--- config.mk ---
export PLATFORM = sky130hd
export DESIGN_NAME = life_gen_ctrl
export DESIGN_NICKNAME = d
export VERILOG_FILES = /design/src/rtl/life_pkg.sv /design/src/rtl/life_rule.sv /design/src/rtl/life_gen_ctrl.sv
export SDC_FILE = /design/constraint.sdc
export NUM_CORES = 1
export LEC_CHECK = 0
export CAP_MARGIN = 20
export CORE_ASPECT_RATIO = 1.25
export CORE_MARGIN = 1
export CORE_UTILIZATION = 45
export CTS_CLUSTER_DIAMETER = 50
export CTS_CLUSTER_SIZE = 40
export DETAILED_ROUTE_END_ITERATION = 10
export HOLD_SLACK_MARGIN = 0.05
export PLACE_DENSITY = 0.73
export SYNTH_ARGS = -nofsm -noshare
export SYNTH_HDL_FRONTEND = slang
export SYNTH_SLANG_ARGS = --single-unit
export TNS_END_PERCENT = 20
--- constraint.sdc ---
create_clock -name clk -period 5.9 [get_ports clk]
set_input_delay 0.885 -clock clk [delete_from_list [all_inputs] [get_ports clk]]
set_output_delay 0.885 -clock clk [all_outputs]
set_load 0.02 [all_outputs]
--- src/rtl/life_pkg.sv ---
// Shared types and constants for the Game of Life generation sequencer:
// FSM states, the 3x3 neighbour walk order and the life rule thresholds.
package life_pkg;

  typedef enum logic [2:0] {
    IDLE,
    EDIT_RD,
    EDIT_WR,
    READ,
    LAST,
    WRITE,
    SWAP
  } state_e;

  localparam int NBR_N = 9;

  // Row-major walk from (-1,-1) to (+1,+1); entry 4 is the cell itself.
  localparam logic signed [1:0] NBR_DY [NBR_N] = '{
    -2'sd1, -2'sd1, -2'sd1,
     2'sd0,  2'sd0,  2'sd0,
     2'sd1,  2'sd1,  2'sd1
  };
  localparam logic signed [1:0] NBR_DX [NBR_N] = '{
    -2'sd1,  2'sd0,  2'sd1,
    -2'sd1,  2'sd0,  2'sd1,
    -2'sd1,  2'sd0,  2'sd1
  };

  localparam logic [3:0] SELF_K  = 4'd4;
  localparam logic [3:0] LAST_K  = 4'd8;

  localparam logic [3:0] BIRTH   = 4'd3;
  localparam logic [3:0] SURVIVE = 4'd2;

endpackage

--- src/rtl/life_rule.sv ---
// Combinational life rule: next state of a cell from its live-neighbour
// count and its own current state.
module life_rule
  import life_pkg::*;
(
  input  logic [3:0] cnt,
  input  logic       self,
  output logic       next
);

  assign next = (cnt == BIRTH) | ((cnt == SURVIVE) & self);

endmodule

--- src/rtl/life_gen_ctrl.sv ---
// Generation sequencer: walks every cell of the displayed bank, writes the
// next generation into the other bank, then swaps; also services cursor edits.
module life_gen_ctrl
  import life_pkg::*;
#(
  parameter int LOG2X = 3,
  parameter int LOG2Y = 3
) (
  input  logic                   clk,
  input  logic                   reset,
  input  logic                   key_nxt,
  input  logic                   key_run,
  input  logic                   key_toggle,
  input  logic [LOG2X+LOG2Y-1:0] cur_cnt,
  output logic [LOG2X+LOG2Y:0]   rd_addr,
  input  logic                   rd_data,
  output logic                   wr_en,
  output logic [LOG2X+LOG2Y:0]   wr_addr,
  output logic                   wr_data,
  output logic                   bank,
  output logic                   busy,
  output logic                   gen_done,
  output logic [15:0]            gen_count
);

  localparam int A = LOG2X + LOG2Y;

  state_e         state_q, state_d;
  logic           bank_q, bank_d;
  logic [15:0]    gen_count_q, gen_count_d;
  logic           pend_q, pend_d;
  logic [A-1:0]   cell_q, cell_d;
  logic [3:0]     k_q, k_d;
  logic [3:0]     cnt_q, cnt_d;
  logic           self_q, self_d;
  logic           acc_vld_q, acc_vld_d;
  logic [3:0]     acc_k_q, acc_k_d;
  logic           key_nxt_q, key_tog_q;

  logic             nxt_rel, tog_rel, start;
  logic [LOG2Y-1:0] nbr_y;
  logic [LOG2X-1:0] nbr_x;
  logic             rule_next;

  assign nxt_rel = key_nxt_q & ~key_nxt;
  assign tog_rel = key_tog_q & ~key_toggle;

  // Torus wrap falls out of truncating the sign-extended offset sum.
  assign nbr_y = cell_q[A-1:LOG2X] + LOG2Y'(NBR_DY[k_q]);
  assign nbr_x = cell_q[LOG2X-1:0] + LOG2X'(NBR_DX[k_q]);

  life_rule u_rule (
    .cnt  (cnt_q),
    .self (self_q),
    .next (rule_next)
  );

  always_ff @(posedge clk or negedge reset) begin
    if (!reset) begin
      state_q     <= IDLE;
      bank_q      <= 1'b0;
      gen_count_q <= '0;
      pend_q      <= 1'b0;
      cell_q      <= '0;
      k_q         <= '0;
      cnt_q       <= '0;
      self_q      <= 1'b0;
      acc_vld_q   <= 1'b0;
      acc_k_q     <= '0;
      key_nxt_q   <= 1'b0;
      key_tog_q   <= 1'b0;
    end else begin
      state_q     <= state_d;
      bank_q      <= bank_d;
      gen_count_q <= gen_count_d;
      pend_q      <= pend_d;
      cell_q      <= cell_d;
      k_q         <= k_d;
      cnt_q       <= cnt_d;
      self_q      <= self_d;
      acc_vld_q   <= acc_vld_d;
      acc_k_q     <= acc_k_d;
      key_nxt_q   <= key_nxt;
      key_tog_q   <= key_toggle;
    end
  end

  always_comb begin
    state_d     = state_q;
    bank_d      = bank_q;
    gen_count_d = gen_count_q;
    pend_d      = pend_q;
    cell_d      = cell_q;
    k_d         = k_q;
    cnt_d       = cnt_q;
    self_d      = self_q;
    acc_vld_d   = 1'b0;
    acc_k_d     = k_q;
    start       = 1'b0;
    rd_addr     = '0;
    wr_en       = 1'b0;
    wr_addr     = '0;
    wr_data     = 1'b0;
    gen_done    = 1'b0;

    // Read data lags its address by a cycle, so accumulate the previous k.
    if (acc_vld_q) begin
      if (acc_k_q == SELF_K) self_d = rd_data;
      else                   cnt_d  = cnt_q + {3'b000, rd_data};
    end

    unique case (state_q)
      IDLE: begin
        if (tog_rel) begin
          state_d = EDIT_RD;
        end else if (pend_q | key_run) begin
          state_d = READ;
          cell_d  = '0;
          k_d     = '0;
          start   = 1'b1;
        end
      end
      EDIT_RD: begin
        rd_addr = {bank_q, cur_cnt};
        state_d = EDIT_WR;
      end
      EDIT_WR: begin
        wr_en   = 1'b1;
        wr_addr = {bank_q, cur_cnt};
        wr_data = ~rd_data;
        state_d = IDLE;
      end
      READ: begin
        rd_addr   = {bank_q, nbr_y, nbr_x};
        acc_vld_d = 1'b1;
        if (k_q == LAST_K) state_d = LAST;
        else               k_d     = k_q + 4'd1;
      end
      LAST: begin
        state_d = WRITE;
      end
      WRITE: begin
        wr_en   = 1'b1;
        wr_addr = {~bank_q, cell_q};
        wr_data = rule_next;
        cnt_d   = '0;
        if (&cell_q) begin
          state_d = SWAP;
        end else begin
          cell_d  = cell_q + A'(1);
          k_d     = '0;
          state_d = READ;
        end
      end
      SWAP: begin
        bank_d      = ~bank_q;
        gen_count_d = gen_count_q + 16'd1;
        gen_done    = 1'b1;
        state_d     = IDLE;
      end
      default: state_d = IDLE;
    endcase

    // A release arriving in the start cycle must not be lost.
    if (start)   pend_d = 1'b0;
    if (nxt_rel) pend_d = 1'b1;
  end

  assign bank      = bank_q;
  assign busy      = (state_q != IDLE);
  assign gen_count = gen_count_q;

endmodule

==> summary.md <==
| Metric | Value |
|---|---|
| Critical Path AT | `3.11 ns` |
| Most common cell after layout, fill and taps aside | `clkdlybuf4s50_1` |
| Synth Register Bits | `43` |
| Post-Layout Cell Count | `340` |
| Tot GR Track Use | `0.186` |
| DP Worst Slack | `2.22 ns` |
| Power Dens Cells | `441 mW/mm2` |
| Chip Width | `66.7 um` |
| Cells on worst reg2reg path | `4` |
| # H-tree levels | `2` |
| Overflow after GRT | `0` |
| Die area | `between 0.005 and 0.006 mm2` |
| Top_reg_cell synth | `dfrtp_1` |
| Critical path capture point type | `output pin` |
| TNS Setup | `0 ns` |
| Status | `completed` |
| Initial Util | `0.467` |
| Post-DP HPWL | `3460 um` |
| Final setup violation count | `0` |
| Hold_buf cts | `0` |
| Crit Path Category | `reg2out` |
| Vias per cell | `5.25` |
| First-pass DRT Iterations | `4` |
| Initial antenna violation count | `0` |
| CTS tree | `yes` |
| Skew final | `0.00997 ns` |
| # Max-Cap Violations | `0` |
| Initial drt markers | `109` |
| Final period util | `0.676` |
| Max Slew Vio Count | `0` |
| IO Pins | `47` |
| Synth async-reset ratio | `1.00` |
| Worst-path clk slew | `0.08 ns` |
| Ys Warns | `0` |
| Clock Path Buffers | `2` |
| I/O Buffers | `46` |
| Rel. slew slack | `0.385` |
| Net Count, Synth | `about 260` |
| Mapped Cells | `233` |
| Final #Nets | `303` |
| Flop2flop setup slack | `3.74 ns` |
| Die height | `slightly above 80 um` |
| Area occupied by multi-input gates | `0.00119 mm2` |
| Most frequent cells in the layout | `clkdlybuf4s50_1, dfrtp_1, nor2_1, nand2_1, xnor2_1` |
| Detail Route Antenna Nets | `0` |
| Measured slew at the worst slew-check pin | `a little over 0.9 ns` |
| Worst endpoint required time | `5.02 ns` |
| Hold path depth | `1` |
| VDD IR max | `0.179 mV` |
| Post-route DRC | `0` |
| Gpl congestion | `0.834` |
| First-pass GRT wire length | `7950 um` |
| Dpl cells | `332` |
| Vias | `between 1,500 and 2,000` |
| Core area | `0.00504 mm2` |
| Total CTS buffers | `5` |
| Top-area cell type share of the netlist area | `0.457` |
| R2r endpoint | `acc_k_d[3]` |
| Area Growth Syn to Fin | `25.9%` |
| Cell variety after synth | `between 40 and 50` |
| CP Launch Type | `register` |
| Count of cells resized by post-cts repair | `0` |
| Layout cells sized above 1 | `0.0755` |
| Seq. cell area | `0.00108 mm2` |
| Max Freq | `251 MHz` |
| EDFF count, synth | `0` |
| RSZ-0062 raised after global routing | `false` |
| Yosys top cell by area | `dfrtp_1` |
| Worst Min Path Start | `gen_count[15]` |
| Seq/Total Area, Yosys | `0.457` |
| Fin worst setup slack | `1.91 ns` |
| Average size of a mapped cell | `10.1 um2` |
| Ant diodes | `0` |
| Total power | `0.00131 W` |
| Largest cells by area after synthesis | `dfrtp_1, ha_1, xnor2_1, nand3_1, nand2_1` |
| Worst r2r src | `state_q[1]` |
| Post-CTS Repair Setup Buffers | `0` |
| Post-Syn Area | `around 0.0024 mm2` |
| Routed WL | `about 4700 um` |
| # clock sinks | `43` |
| Largest net degree at the start of global routing | `44` |
| Fill count | `458` |
| Vias in the first global route | `1,712` |
| Endpoint, Worst Hold | `gen_count[15]` |
| DR WL/cell | `~14 um` |
| Cell Rows | `29` |
| Static Leak | `1.36 nW` |
| Fin crit period | `approximately 4 ns` |
| Clock Latency Late Sink | `0.30 ns` |
| Hold WC Path Type | `reg2reg` |
| CP Max Fanout | `7` |
| Root buf cell | `clkbuf_8` |
| Fin. Hold Viols | `0` |
==> how the worst max path moves through the flow <==
stage | from | endpoint | slack [ns] | cells past startpoint
2_1_floorplan | acc_k_d[0] | rd_addr[2] | 2.66 | 9
3_3_place_gp | acc_k_d[0] | rd_addr[2] | 2.29 | 10
3_5_place_dp | acc_k_d[0] | rd_addr[2] | 2.22 | 10
4_1_cts | acc_k_d[0] | rd_addr[2] | 1.89 | 10
5_1_grt | acc_k_d[0] | rd_addr[2] | 1.74 | 10
6_report | acc_k_d[0] | rd_addr[2] | 1.91 | 10
==> logic make-up (layout without fill, tap and decap cells) <==
group                    after synthesis  count (layout)  synth area share
AO/OA/AOI/OAI                         35              35             0.107
XOR/XNOR                              23              23            0.0856
adder cells (fa/ha/maj)               14              14            0.0808
buffers and inverters                 22              67            0.0377
flip-flops                            43              43             0.457
multiplexers                           9               9            0.0399
AND/OR/NAND/NOR                       87              87             0.192
==> critical path, cell delays in order (launching register included) <==
cell and delay, ns:
dfrtp_1 0.47, inv_1 0.11, ha_1 0.34, o21ai_0 0.15, nand2b_1 0.08, ha_1 0.19, fa_1 0.37, xor2_1 0.18
xnor2_1 0.13, o21ai_0 0.17, clkdlybuf4s50_1 0.63
==> sequential cells by signal (all words and copies together), names as in the netlist <==
signal	cells
key_tog_q	1
self_q	1
cnt_q	4
key_nxt_q	1
gen_count	16
state_q	3
acc_k_d	4
cell_q	6
acc_k_q	4
pend_q	1
acc_vld_q	1
bank	1
==> stage by stage <==
stage	utilization	area (um2)	hold WS [ns]
after global placement	0.564	2850	0.466
final	0.588	2960	0.479
after global routing	0.588	2960	0.489
after CTS	0.588	2960	0.487
after floorplan	-	2350	0.418
after detailed placement	0.564	2850	0.467
==> where the power goes <==
group / internal (W) / switching [W]
sequential: 0.000360 / 0.000101
clock: 0.000137 / 0.0000987
combinational: 0.000303 / 0.000306
==> layer usage <==
layer / track usage / vias to the layer above / share of wire
li1: - / 898 / -
met1: 0.225 / 830 / 0.45
met2: 0.330 / 51 / 0.49
met3: 0.0371 / 6 / 0.047
met4: 0.0464 / 0 / 0.010
met5: 0 / - / 0
==> cell usage after synthesis (all sizes together) (7+ instances only) <==
master	count
inv	13
nor2	19
dfrtp	43
nand2	19
o21ai	10
nand3	15
ha	12
a22o	8
xor2	7
xnor2	16
==> layout make-up <==
type / count / area share
Multi-Input combinational cell: 168 / 0.401
Sequential cell: 43 / 0.363
Timing Repair Buffer: 46 / 0.154
Clock buffer: 6 / 0.0279
Tap cell: 62 / 0.0262
Inverter: 13 / 0.0165
Clock inverter: 2 / 0.0118
No activity file was read; power rests on OpenSTA's default activity.
==> RTL change, RTL diff (same flow settings) <==
The parameter `LOG2X` goes from 3 to 5.
--- a/src/rtl/life_gen_ctrl.sv
+++ b/src/rtl/life_gen_ctrl.sv
@@ -3,7 +3,7 @@
 module life_gen_ctrl
   import life_pkg::*;
 #(
-  parameter int LOG2X = 3,
+  parameter int LOG2X = 5,
   parameter int LOG2Y = 3
 ) (
   input  logic                   clk,
Interface: changed (resized cur_cnt, rd_addr and wr_addr); port bits go from 47 to 53. The function was not compared with the original's and may differ.
==> RTL change against the unedited design <==
Design area is 10% higher. Routed wire length is 22% higher. Global-route usage is 1.7 points higher. Count of clock-buffer cells in the layout stayed put. Critical endpoint is now rd_addr[4]. Synthesized area is 11% higher. Sequential cell count is 2 higher. Register-to-register slack worse by 0.28 ns. First-iteration DRC count is 7.3% higher. Utilization is 0.50 points higher. Sequential power is 3% higher. Non-clock buffer count is 6 higher. Worst setup slack worse by 0.38 ns. Power is 13% higher.
==> RTL change: results (changes against the unedited design) <==
status: "complete, no violations"  # unchanged
grt_use_met3_pct: 4.051  # was 3.709%
num-fill-cells: 477  # was 458
crit-reg2reg-capture: "cell_q[3]"  # was acc_k_d[3]
total_leakage_power_nw: 1.441  # was 1.361 nW
seqPwrFrac_pct: 32.3  # was 35.3%
crit_fanout: 6  # was 7
met1_usage_pct: 26.19  # was 22.50%
dr_wl_met3_um: 176  # was 220 um
num-nonclk-buffers: 52  # was 46
arrival_time_worst_endpoint_ns: 3.49  # was 3.11 ns
ys_seq_elements: 45  # was 43
finClkSkew_ns: 0.006492  # was 0.009973 ns
numPlacedInstances: 375  # was 332
hpwl_after_dpl_um: 4310  # was 3465 um
place_area_um2: 3159  # was 2846 um2
whs_ns: 0.4772  # was 0.4791 ns
grt_pass1_wl_um: 9915  # was 7948 um
dr.first_iter.drc_count: 117  # was 109
seq_area_frac_synth_pct: 43.00  # was 45.72%
timing.critical_path.to: "rd_addr[4]"  # was rd_addr[2]
regArea_um2: 1126  # was 1076 um2
postLayoutSetupSlackWorst_ns: 1.526  # was 1.910 ns
cts.repair_timing.setup_buffer_count: 0  # unchanged
routed_wire_length_um: 5760  # was 4722 um
wire_per_inst_um: 15.04  # was 13.89 um
first_global_vias: 2123  # was 1712
grt_start_max_net_pins: 46  # was 44
synth.top_cells.by_area: "sky130_fd_sc_hd__dfrtp_1, sky130_fd_sc_hd__ha_1, sky130_fd_sc_hd__xnor2_1"  # unchanged
wirelength_met1_um: 2633  # was 2132 um
final_core_utilization_pct: 59.27  # was 58.77%
m2_gr_usage_pct: 33.94  # was 32.97%
worst_slew_margin_rel_pct: 34.63  # was 38.54%
finalWeightedCongestion: 0.8749  # was 0.8343
io_buffers: 52  # was 46
layout.non_clock_inverters: 17  # was 13
worst_hold_path_type: "reg -> reg"  # unchanged
comb_power_uw: 763  # was 609 uW
synth.lib_cells_used.distinct: 49  # was 47
slew_viol_final: 0  # unchanged
ir_drop_uv: 236.9  # was 179.4 uV
multi_input_comb_cells: 197  # was 168
num_antenna_cells: 0  # unchanged
synth_top_cells_by_count: "sky130_fd_sc_hd__dfrtp_1, sky130_fd_sc_hd__nand2_1, sky130_fd_sc_hd__o21ai_0"  # was sky130_fd_sc_hd__dfrtp_1, sky130_fd_sc_hd__nand2_1, sky130_fd_sc_hd__nor2_1
fraction_of_final_layout_cells_with_drive_strength_greater_than_1_pct: 5.643  # was 7.554%
gr-usage-all-layers_pct: 20.30  # was 18.63%
layout.nets: 348  # was 303
synth_nets: 299  # was 259
viasPerCell: 5.548  # was 5.250
signal_buffer_area_fraction_pct: 15.76  # was 15.37%
timing.reg2reg.setup_slack_ns: 3.46  # was 3.74 ns
power.internal_uw: 851.4  # was 799.8 uW
wl_met2_um: 2905  # was 2319 um
final-clk-cell-share_pct: 3.405  # was 3.968%
## RTL change: cell count changes after synthesis, moves of 3 or more
cell,before,now
sky130_fd_sc_hd__xnor2_1,16,12
sky130_fd_sc_hd__nand3b_1,6,2
sky130_fd_sc_hd__nand4_1,3,7
sky130_fd_sc_hd__clkbuf_1,5,2
sky130_fd_sc_hd__buf_2,1,5
sky130_fd_sc_hd__a21oi_1,2,9
sky130_fd_sc_hd__or3_1,0,6
sky130_fd_sc_hd__o21ai_0,9,18
sky130_fd_sc_hd__nor2b_1,2,8
## RTL change: kinds of logic (layout without fill, tap and decap cells)
family,count (synthesis),count (layout),share of synthesized area (%)
AO/OA/AOI/OAI,52,52,13.14
XOR/XNOR,21,21,7.024
adder cells (fa/ha/maj),16,16,8.218
buffers and inverters,27,77,4.538
flip-flops,45,45,43.00
multiplexers,9,9,3.583
AND/OR/NAND/NOR,99,99,20.50
